[src/rtl/dma_port_pkg.sv]
// Shared accelerator definitions: DMA port state encoding, burst defaults
// and engine op-type constants.
package dma_port_pkg;

  localparam int DEFAULT_BURST_LEN = 16;
  localparam int DEFAULT_ADDR_W    = 30;
  localparam int CMD_BL_W          = 6;

  // Engine op types double as the memory command instruction bit
  localparam logic OP_READ  = 1'b1;
  localparam logic OP_WRITE = 1'b0;

  typedef enum logic [2:0] {
    IDLE     = 3'd0,
    RD_CMD   = 3'd1,
    RD_DATA  = 3'd2,
    WR_FILL  = 3'd3,
    WR_DRAIN = 3'd4,
    WR_CMD   = 3'd5
  } dma_state_e;

  // Burst counters must reach BURST_LEN itself, hence the extra bit
  function automatic int cnt_width(input int burst_len);
    return $clog2(burst_len) + 1;
  endfunction

endpackage

[src/rtl/dma_port_if.sv]
// Engine and memory-controller signals of the DMA port, seen from the port
// (master) and from the surrounding engine/memory (slave).
interface dma_port_if
  import dma_port_pkg::*;
#(
  parameter int ADDR_W = DEFAULT_ADDR_W
);

  logic              reads_en;
  logic              writes_en;
  logic [ADDR_W-1:0] addr;
  logic [15:0]       ob_data;
  logic              ob_we;
  logic              ib_re;
  logic [15:0]       ib_data;
  logic              ib_valid;
  logic              mem_cmd_en;
  logic              mem_cmd_instr;
  logic [ADDR_W-1:0] mem_cmd_addr;
  logic [CMD_BL_W-1:0] mem_cmd_bl;
  logic              mem_cmd_full;
  logic [15:0]       mem_rd_data;
  logic              mem_rd_valid;
  logic [15:0]       mem_wr_data;
  logic              mem_wr_en;
  logic              mem_wr_full;
  logic              busy;
  logic              done;
  logic              err;

  modport master (
    input  reads_en, writes_en, addr, ib_data, ib_valid,
           mem_cmd_full, mem_rd_data, mem_rd_valid, mem_wr_full,
    output ob_data, ob_we, ib_re, mem_cmd_en, mem_cmd_instr, mem_cmd_addr,
           mem_cmd_bl, mem_wr_data, mem_wr_en, busy, done, err
  );

  modport slave (
    output reads_en, writes_en, addr, ib_data, ib_valid,
           mem_cmd_full, mem_rd_data, mem_rd_valid, mem_wr_full,
    input  ob_data, ob_we, ib_re, mem_cmd_en, mem_cmd_instr, mem_cmd_addr,
           mem_cmd_bl, mem_wr_data, mem_wr_en, busy, done, err
  );

endinterface

[src/rtl/dma_wbuf.sv]
// Write-burst staging buffer: DEPTH x 16 register file, one synchronous
// write port and one combinational read port, cleared by reset.
module dma_wbuf
  import dma_port_pkg::*;
#(
  parameter int DEPTH = DEFAULT_BURST_LEN
) (
  input  logic                       clk,
  input  logic                       rst,
  input  logic                       we,
  input  logic [$clog2(DEPTH)-1:0]   waddr,
  input  logic [15:0]                wdata,
  input  logic [$clog2(DEPTH)-1:0]   raddr,
  output logic [15:0]                rdata
);

  logic [15:0] mem [DEPTH];

  always_ff @(posedge clk or posedge rst) begin
    if (rst) begin
      for (int i = 0; i < DEPTH; i++) begin
        mem[i] <= '0;
      end
    end else if (we) begin
      mem[waddr] <= wdata;
    end
  end

  // Non-power-of-two depths leave unused addresses; read those as zero
  assign rdata = (int'(raddr) < DEPTH) ? mem[raddr] : '0;

endmodule

[src/rtl/dma_port.sv]
// DMA port: turns engine read/write burst requests into memory-controller
// commands, streaming read words out and staging write words in dma_wbuf.
module dma_port
  import dma_port_pkg::*;
#(
  parameter int BURST_LEN = DEFAULT_BURST_LEN,
  parameter int ADDR_W    = DEFAULT_ADDR_W
) (
  input logic        clk,
  input logic        rst,
  dma_port_if.master bus
);

  localparam int CW = cnt_width(BURST_LEN);
  localparam int AW = $clog2(BURST_LEN);
  localparam logic [CW-1:0] LAST_CNT = CW'(BURST_LEN - 1);
  localparam logic [CW-1:0] FULL_CNT = CW'(BURST_LEN);

  dma_state_e state, state_nxt;

  logic [ADDR_W-1:0] addr_q;
  logic [CW-1:0]     req_cnt, rx_cnt, tx_cnt, rd_cnt;
  logic [15:0]       ob_data_q;
  logic              ob_we_q, done_q, err_q;
  logic [15:0]       wbuf_rdata;

  logic start, rd_take, ib_take, wr_push, cmd_en, cmd_instr, ib_re;

  always_ff @(posedge clk or posedge rst) begin
    if (rst) begin
      state <= IDLE;
    end else begin
      state <= state_nxt;
    end
  end

  always_comb begin
    state_nxt = state;
    start     = 1'b0;
    rd_take   = 1'b0;
    ib_take   = 1'b0;
    wr_push   = 1'b0;
    cmd_en    = 1'b0;
    cmd_instr = OP_WRITE;
    ib_re     = 1'b0;
    unique case (state)
      IDLE: begin
        if (bus.reads_en) begin
          state_nxt = RD_CMD;
          start     = 1'b1;
        end else if (bus.writes_en) begin
          state_nxt = WR_FILL;
          start     = 1'b1;
        end
      end
      RD_CMD: begin
        cmd_instr = OP_READ;
        if (!bus.mem_cmd_full) begin
          cmd_en    = 1'b1;
          state_nxt = RD_DATA;
        end
      end
      RD_DATA: begin
        rd_take = bus.mem_rd_valid;
        if (bus.mem_rd_valid && rd_cnt == LAST_CNT) begin
          state_nxt = IDLE;
        end
      end
      // Words beyond a full buffer are silently dropped
      WR_FILL: begin
        ib_re   = (req_cnt < FULL_CNT);
        ib_take = bus.ib_valid && (rx_cnt < FULL_CNT);
        if (rx_cnt == FULL_CNT) begin
          state_nxt = WR_DRAIN;
        end
      end
      WR_DRAIN: begin
        if (!bus.mem_wr_full) begin
          wr_push = 1'b1;
          if (tx_cnt == LAST_CNT) begin
            state_nxt = WR_CMD;
          end
        end
      end
      WR_CMD: begin
        if (!bus.mem_cmd_full) begin
          cmd_en    = 1'b1;
          state_nxt = IDLE;
        end
      end
      default: state_nxt = IDLE;
    endcase
  end

  always_ff @(posedge clk or posedge rst) begin
    if (rst) begin
      addr_q    <= '0;
      req_cnt   <= '0;
      rx_cnt    <= '0;
      tx_cnt    <= '0;
      rd_cnt    <= '0;
      ob_data_q <= '0;
      ob_we_q   <= 1'b0;
      done_q    <= 1'b0;
      err_q     <= 1'b0;
    end else begin
      ob_we_q <= rd_take;
      done_q  <= (rd_take && rd_cnt == LAST_CNT) || (state == WR_CMD && cmd_en);
      if (rd_take) begin
        ob_data_q <= bus.mem_rd_data;
        rd_cnt    <= rd_cnt + CW'(1);
      end
      if (start) begin
        addr_q  <= bus.addr;
        req_cnt <= '0;
        rx_cnt  <= '0;
        tx_cnt  <= '0;
        rd_cnt  <= '0;
      end
      if (ib_re) begin
        req_cnt <= req_cnt + CW'(1);
      end
      if (ib_take) begin
        rx_cnt <= rx_cnt + CW'(1);
      end
      if (wr_push) begin
        tx_cnt <= tx_cnt + CW'(1);
      end
      // Stray data outside its phase is discarded but flagged until reset
      if ((bus.mem_rd_valid && state != RD_DATA) ||
          (bus.ib_valid && state != WR_FILL)) begin
        err_q <= 1'b1;
      end
    end
  end

  dma_wbuf #(
    .DEPTH (BURST_LEN)
  ) u_wbuf (
    .clk   (clk),
    .rst   (rst),
    .we    (ib_take),
    .waddr (rx_cnt[AW-1:0]),
    .wdata (bus.ib_data),
    .raddr (tx_cnt[AW-1:0]),
    .rdata (wbuf_rdata)
  );

  assign bus.ob_data       = ob_data_q;
  assign bus.ob_we         = ob_we_q;
  assign bus.ib_re         = ib_re;
  assign bus.mem_cmd_en    = cmd_en;
  assign bus.mem_cmd_instr = cmd_instr;
  assign bus.mem_cmd_addr  = addr_q;
  assign bus.mem_cmd_bl    = CMD_BL_W'(BURST_LEN - 1);
  assign bus.mem_wr_en     = wr_push;
  assign bus.mem_wr_data   = (state == WR_DRAIN) ? wbuf_rdata : '0;
  assign bus.busy          = (state != IDLE);
  assign bus.done          = done_q;
  assign bus.err           = err_q;

endmodule

[src/flat_wrapper.sv]
// flat-port wrapper written by rule: the top's interface ports become plain ports
module dma_port_flat import dma_port_pkg::*;
#(
  parameter int BURST_LEN = DEFAULT_BURST_LEN,
  parameter int ADDR_W    = DEFAULT_ADDR_W
)
  (clk, rst, bus_reads_en, bus_writes_en, bus_addr, bus_ib_data, bus_ib_valid, bus_mem_cmd_full, bus_mem_rd_data, bus_mem_rd_valid, bus_mem_wr_full, bus_ob_data, bus_ob_we, bus_ib_re, bus_mem_cmd_en, bus_mem_cmd_instr, bus_mem_cmd_addr, bus_mem_cmd_bl, bus_mem_wr_data, bus_mem_wr_en, bus_busy, bus_done, bus_err);
  dma_port_if #(.ADDR_W(ADDR_W)) bus_i ();
  input logic clk;
  input logic rst;
  input wire logic [$bits(bus_i.reads_en)-1:0] bus_reads_en;
  input wire logic [$bits(bus_i.writes_en)-1:0] bus_writes_en;
  input wire logic [$bits(bus_i.addr)-1:0] bus_addr;
  input wire logic [$bits(bus_i.ib_data)-1:0] bus_ib_data;
  input wire logic [$bits(bus_i.ib_valid)-1:0] bus_ib_valid;
  input wire logic [$bits(bus_i.mem_cmd_full)-1:0] bus_mem_cmd_full;
  input wire logic [$bits(bus_i.mem_rd_data)-1:0] bus_mem_rd_data;
  input wire logic [$bits(bus_i.mem_rd_valid)-1:0] bus_mem_rd_valid;
  input wire logic [$bits(bus_i.mem_wr_full)-1:0] bus_mem_wr_full;
  output wire logic [$bits(bus_i.ob_data)-1:0] bus_ob_data;
  output wire logic [$bits(bus_i.ob_we)-1:0] bus_ob_we;
  output wire logic [$bits(bus_i.ib_re)-1:0] bus_ib_re;
  output wire logic [$bits(bus_i.mem_cmd_en)-1:0] bus_mem_cmd_en;
  output wire logic [$bits(bus_i.mem_cmd_instr)-1:0] bus_mem_cmd_instr;
  output wire logic [$bits(bus_i.mem_cmd_addr)-1:0] bus_mem_cmd_addr;
  output wire logic [$bits(bus_i.mem_cmd_bl)-1:0] bus_mem_cmd_bl;
  output wire logic [$bits(bus_i.mem_wr_data)-1:0] bus_mem_wr_data;
  output wire logic [$bits(bus_i.mem_wr_en)-1:0] bus_mem_wr_en;
  output wire logic [$bits(bus_i.busy)-1:0] bus_busy;
  output wire logic [$bits(bus_i.done)-1:0] bus_done;
  output wire logic [$bits(bus_i.err)-1:0] bus_err;
  assign bus_i.reads_en = bus_reads_en;
  assign bus_i.writes_en = bus_writes_en;
  assign bus_i.addr = bus_addr;
  assign bus_i.ib_data = bus_ib_data;
  assign bus_i.ib_valid = bus_ib_valid;
  assign bus_i.mem_cmd_full = bus_mem_cmd_full;
  assign bus_i.mem_rd_data = bus_mem_rd_data;
  assign bus_i.mem_rd_valid = bus_mem_rd_valid;
  assign bus_i.mem_wr_full = bus_mem_wr_full;
  assign bus_ob_data = bus_i.ob_data;
  assign bus_ob_we = bus_i.ob_we;
  assign bus_ib_re = bus_i.ib_re;
  assign bus_mem_cmd_en = bus_i.mem_cmd_en;
  assign bus_mem_cmd_instr = bus_i.mem_cmd_instr;
  assign bus_mem_cmd_addr = bus_i.mem_cmd_addr;
  assign bus_mem_cmd_bl = bus_i.mem_cmd_bl;
  assign bus_mem_wr_data = bus_i.mem_wr_data;
  assign bus_mem_wr_en = bus_i.mem_wr_en;
  assign bus_busy = bus_i.busy;
  assign bus_done = bus_i.done;
  assign bus_err = bus_i.err;
  dma_port #(.BURST_LEN(BURST_LEN), .ADDR_W(ADDR_W)) u_core (.clk(clk), .rst(rst), .bus(bus_i));
endmodule
[config.mk]
export PLATFORM = sky130hd
export DESIGN_NAME = dma_port_flat
export DESIGN_NICKNAME = d
export VERILOG_FILES = /design/src/rtl/dma_port_pkg.sv /design/src/rtl/dma_port_if.sv /design/src/rtl/dma_wbuf.sv /design/src/rtl/dma_port.sv /design/src/flat_wrapper.sv
export SDC_FILE = /design/constraint.sdc
export NUM_CORES = 1
export LEC_CHECK = 0
export CORE_ASPECT_RATIO = 0.6
export CORE_UTILIZATION = 45
export DETAILED_ROUTE_END_ITERATION = 7
export GPL_ROUTABILITY_DRIVEN = 0
export GPL_TIMING_DRIVEN = 0
export PLACE_DENSITY = 0.68
export REMOVE_ABC_BUFFERS = 1
export SYNTH_ARGS = -nofsm -noshare
export SYNTH_HDL_FRONTEND = slang
export SYNTH_HIERARCHICAL = 1
export SYNTH_SLANG_ARGS = --single-unit
[constraint.sdc]
create_clock -name clk -period 24.2 [get_ports clk]
set_input_delay 4.84 -clock clk [delete_from_list [all_inputs] [get_ports clk]]
set_output_delay 4.84 -clock clk [all_outputs]
set_load 0.02 [all_outputs]
== Word-level counts from Yosys, hierarchy flattened ==
Index checks and enable logic that the tools add are counted.

* $add $sub $neg: 4
* Order comparisons: 5
* Eq/ne operators: 17
* Multiplexer cells: 33
* Bitwise logic cells: 2
* Reductions and logical operators: 17

{| class="wikitable"
|+ Operator list
! cell !! count
|-
| $bwmux W256 || 1
|-
| $bmux W16 S4 || 1
|-
| $demux W16 S4 || 1
|-
| $mux W16 || 4
|-
| $mux W5 || 6
|-
| $mux W3 || 8
|-
| $add A5 B1 Y5 const B || 4
|-
| $pmux W3 S6 || 1
|-
| $mux W1 || 11
|-
| $eq A5 B4 Y1 const B || 2
|-
| $ge A5 B5 Y1 const B || 2
|-
| $lt A5 B5 Y1 const B || 2
|-
| $not A4 Y5 || 2
|-
| $reduce_bool A2 Y1 || 4
|-
| $logic_and A1 B1 Y1 || 7
|-
| $reduce_and A7 Y1 || 1
|-
| $eq A3 B2 Y1 const B || 2
|-
| $eq A3 B3 Y1 const B || 2
|-
| $ne A2 B1 Y1 const B || 3
|-
| $ne A2 B2 Y1 const B || 3
|-
| $ne A3 B2 Y1 const B || 2
|-
| $eq A5 B5 Y1 const B || 1
|-
| $lt A5 B1 Y1 const B || 1
|-
| $eq A3 B1 Y1 const B || 1
|-
| 5 further kinds || 6
|}

* Bits in registers: 328
* Input bits: 70
* Output and inout port bits: 76
* Logic and storage cells: 104

== Logic depth before layout (Yosys ltp) ==
Gate-level depths: netlist of the first run.

* Word-level depth: 6
* Mapped depth: 9
* Depth with buffers taken out: 6

== Cells and area by module ==
The synthesis of the first run kept the hierarchy.

{| class="wikitable"
|+ By module, submodules not included
! module !! instances !! cells each !! area each (um^2) !! seq. area each (um^2)
|-
| dma_wbuf || 1 || 716 || 11581.1 || 6406.1
|-
| dma_port || 1 || 290 || 3309.4 || 1801.7
|}

== Worst setup path after synthesis of the first run ==
No wires, ideal clock.

* Path type: input -> output
* From: in bus_mem_wr_full
* To: out bus_mem_wr_en
* Arrival: 5441 ps
* Data required time: 19360 ps
* Slack: 13919 ps
* Stages: 2
* Path buffers: 0
* Cell sequence: or4b_4 -> clkinv_4

* Cells in the longest elaborated chain, start to end: 2

{| class="wikitable"
|+ Ends and longest elaborated chain
! item !! line !! source
|-
| from (decl) || flat_wrapper.sv:19 || <nowiki>input wire logic [$bits(bus_i.mem_wr_full)-1:0] bus_mem_wr_full;</nowiki>
|-
| $mux W1 || dma_port.sv:78 || <nowiki>if (!bus.mem_wr_full) begin</nowiki>
|-
| $mux W1 || dma_port.sv:46 || <nowiki>unique case (state)</nowiki>
|-
| to (decl) || flat_wrapper.sv:28 || <nowiki>output wire logic [$bits(bus_i.mem_wr_en)-1:0] bus_mem_wr_en;</nowiki>
|}

Every way passes these cells.

== Final worst setup path of the first run ==
Same ends and word-level chain as after synthesis.

==> qor.csv, run 1 <==
metric,value,unit
status,completed,
hold_viol,0,
syn2layout_area_growth,19.4,%
cts_root_buffer,clkbuf_16,
synth_area,0.0149,sq mm
tightest_slew,1.39,ns
dr.pass1.iters,4,
finalPower,1.88,mW
dp.cells,1508,
ir_worst_vdd,0.0639,mV
setup_viol,0,
rows,51,
wl_met3,1230,um
synthSimpleGateAreaFrac,5.63,%
hold_class,flop to flop,
async_flop_share,100,%
setup_tns,0,ns
worst_slack,12.86,ns
final_area,0.0178,sq mm
hpwl,21100,um
synth_compound_area_share,3.29,%
p_per_area,106,mW/mm^2
ioPinCount,146,
synthMuxAreaShare,31.6,%
die_height,143,um
final_util,54.7,%
layout.cells.non_filler,1566,
endpoint_kind,output port,
post-cts-setup-buffers,0,
synth_top_cell_area_share,55.1,%
wl_met1,16800,um
highest_layer,met4,
antenna_left,0,
hold-path-endpoint,u_core/bus.err,
synth_top_family_by_area,multiplexers,
cts_resized,0,
ys_seq_area_share,55.1,%
yosysTopAreaCell,dfrtp_1,
nFillCells,2647,
synth_area_leaders,"dfrtp_1 (55%), mux2_2 (22%), mux4_2 (9.7%), nand2_1 (1.8%), a22oi_1 (1.6%)",
synthAdderAreaFrac,0.588,%
fp.dieW,237,um
max_freq,88.2,MHz
p_leak,7.90,nW
grt_usage,20.3,%
r2r_end,u_core/u_wbuf/mem[155],
yosysUniqueCellTypes,60,
vias_per_cell,5.53,
postSynthCellCount,1006,
r2r_cells,6,
slowest_delay,0.63,ns
fin_nets,1194,
avgSynthCellArea,14.8,sq um
min_period,11.34,ns
grt_max_degree,122,
via_count,8662,
ys_ff_latch,328,
numClockSinks,328,
crit_top_cell,clkdlybuf4s50_1,
start_kind,input port,
wl,33700,um
drtIter0Drc,655,
clockBufferDepth,3,
core_area,0.0325,sq mm
drv_slew,0,
yosys_warnings,6,
crit_arrival,6.50,ns
min_period_over_period,46.9,%
path_max_fanout,5,
rrSetupSlack,20.98,ns
final_cell_mix,"dfrtp_1 (326), mux2_2 (285), clkdlybuf4s50_1 (139)",
numPortBuffers,139,
synth_edf_count,0,
slowest_stage,clkdlybuf4s50_1,
placed_cell_area,0.0167,sq mm
start_util,45.8,%
layout_commonest_cell,dfrtp_1,
rsz0062_at_grt,no,
hold_start,u_core/bus.err,
required,19.36,ns
drive_gt1_share,39.3,%
grt_pass1_wl,53000,um
r2r_start,u_core/state[0],
drc,0,
wl_per_cell,21.5,um
maxCapViolations,0,
finalClockSkew,0.00905,ns
relSlewSlack,7.12,%
clk_latency,0.56,ns
path_cells,clkdlybuf4s50_1 > or4b_4 > clkinv_4 > clkdlybuf4s50_1,
holdPathStages,1,
met2WireLength,15200,um
cts_buffers,31,
synthFlopType,dfrtp_1,
synth_xor_area_share,0.176,%
htreeDepth,1,
ctsHoldBuffers,0,
path_clk_slew,0.07,ns
worst_hold_slack,0.475,ns
grt_pass1_vias,8870,
cts_tree,built,
path_class,input port to output port,
pre_cts_ws,12.85,ns
grt_overflow_total,0,
antenna_found_initial,1,
die_area,0.0338,sq mm
[power breakdown]
| group | internal (mW) | leakage [nW] | switching (mW) |
|---|---|---|---|
| sequential | 0.728 | 4.31 | 0.108 |
| clock | 0.301 | 0.520 | 0.212 |
| combinational | 0.308 | 3.07 | 0.220 |
| total | 1.34 | 7.90 | 0.541 |
[critical path: cells and delay by family]
family,cells,cell delay (ns)
buffers and inverters,3,1.13
and+or+nand+nor,1,0.53
[logic make-up after synthesis]
family          Yosys count
buf+inv                  94
simple gates            151
compound gates           67
mux                     354
other cells               2
xor+xnor                  3
fa+ha+maj                 7
flops                   328
[cell type report]
| cell class | instances | area, sq um | share of cell area [%] |
|---|---|---|---|
| flip-flops and latches | 328 | 8220 | 46.2 |
| multi-input cells | 588 | 6200 | 34.9 |
| repair buffers | 152 | 1670 | 9.40 |
| clock buffers | 40 | 850 | 4.78 |
| well taps | 424 | 531 | 2.98 |
| clock inverters | 17 | 228 | 1.28 |
| inverters | 16 | 75.1 | 0.422 |
| diodes | 1 | 2.50 | 0.0141 |
[Yosys cell counts, types with 3 or more instances]
master	number
dfrtp_1	328
mux2_2	285
nand2_1	71
mux4_2	64
a22oi_1	32
clkbuf_1	25
buf_4	20
buf_2	19
and2_1	17
inv_1	13
buf_6	9
nand2b_1	9
ha_1	7
nand3_1	7
a21oi_1	6
nor2_1	6
nor2_2	6
buf_1	5
o21ai_0	5
nand3b_1	4
o22ai_1	4
or3_1	4
a22o_1	3
nor2b_1	3
nor3_2	3
nor3b_1	3
o2bb2ai_1	3
xnor2_1	3
[sequential cells by signal (all words and copies together) (netlist names)]
signal / count
u_core/bus.done: 1
u_core/bus.err: 1
u_core/bus.mem_cmd_addr: 30
u_core/bus.ob_data: 16
u_core/bus.ob_we: 1
u_core/rd_cnt: 5
u_core/req_cnt: 5
u_core/rx_cnt: 5
u_core/state: 3
u_core/tx_cnt: 5
u_core/u_wbuf/mem: 256
[metal layers]
metal / vias to the layer above / global-route usage [%]
met5: - / 0
met4: 0 / 3.42
met3: 31 / 2.69
met2: 134 / 30.3
met1: 4604 / 31.9
li1: 3893 / -
[worst max path at each step]
stage | cells after the start | end | startpoint | slack (ns)
global route | 4 | bus_mem_wr_en | bus_mem_wr_full | 12.83
global placement | 2 | u_core/u_wbuf/mem[123] | rst | 9.03
finish | 4 | bus_mem_wr_en | bus_mem_wr_full | 12.86
CTS | 4 | bus_mem_wr_en | bus_mem_wr_full | 12.85
detailed placement | 4 | bus_mem_wr_en | bus_mem_wr_full | 12.85
floorplan | 1 | u_core/u_wbuf/mem[0] | rst | 12.32
Power figures use the tool's default switching activity.
==> run 2: changes to the inputs <==
Clock period 24.2 ns to 10.89 ns, I/O delays scaled along.
==> results of run 2 <==
The final DEF is identical to that of run 1. Status: completed.
Among the figures that moved: setup slack after placement 12.85 ns -> 4.87 ns; setup slack after layout 12.86 ns -> 4.87 ns; register-to-register setup slack 20.98 ns -> 7.67 ns; total power 1.88 mW -> 4.18 mW; worst IR drop on VDD 0.0639 mV -> 0.142 mV
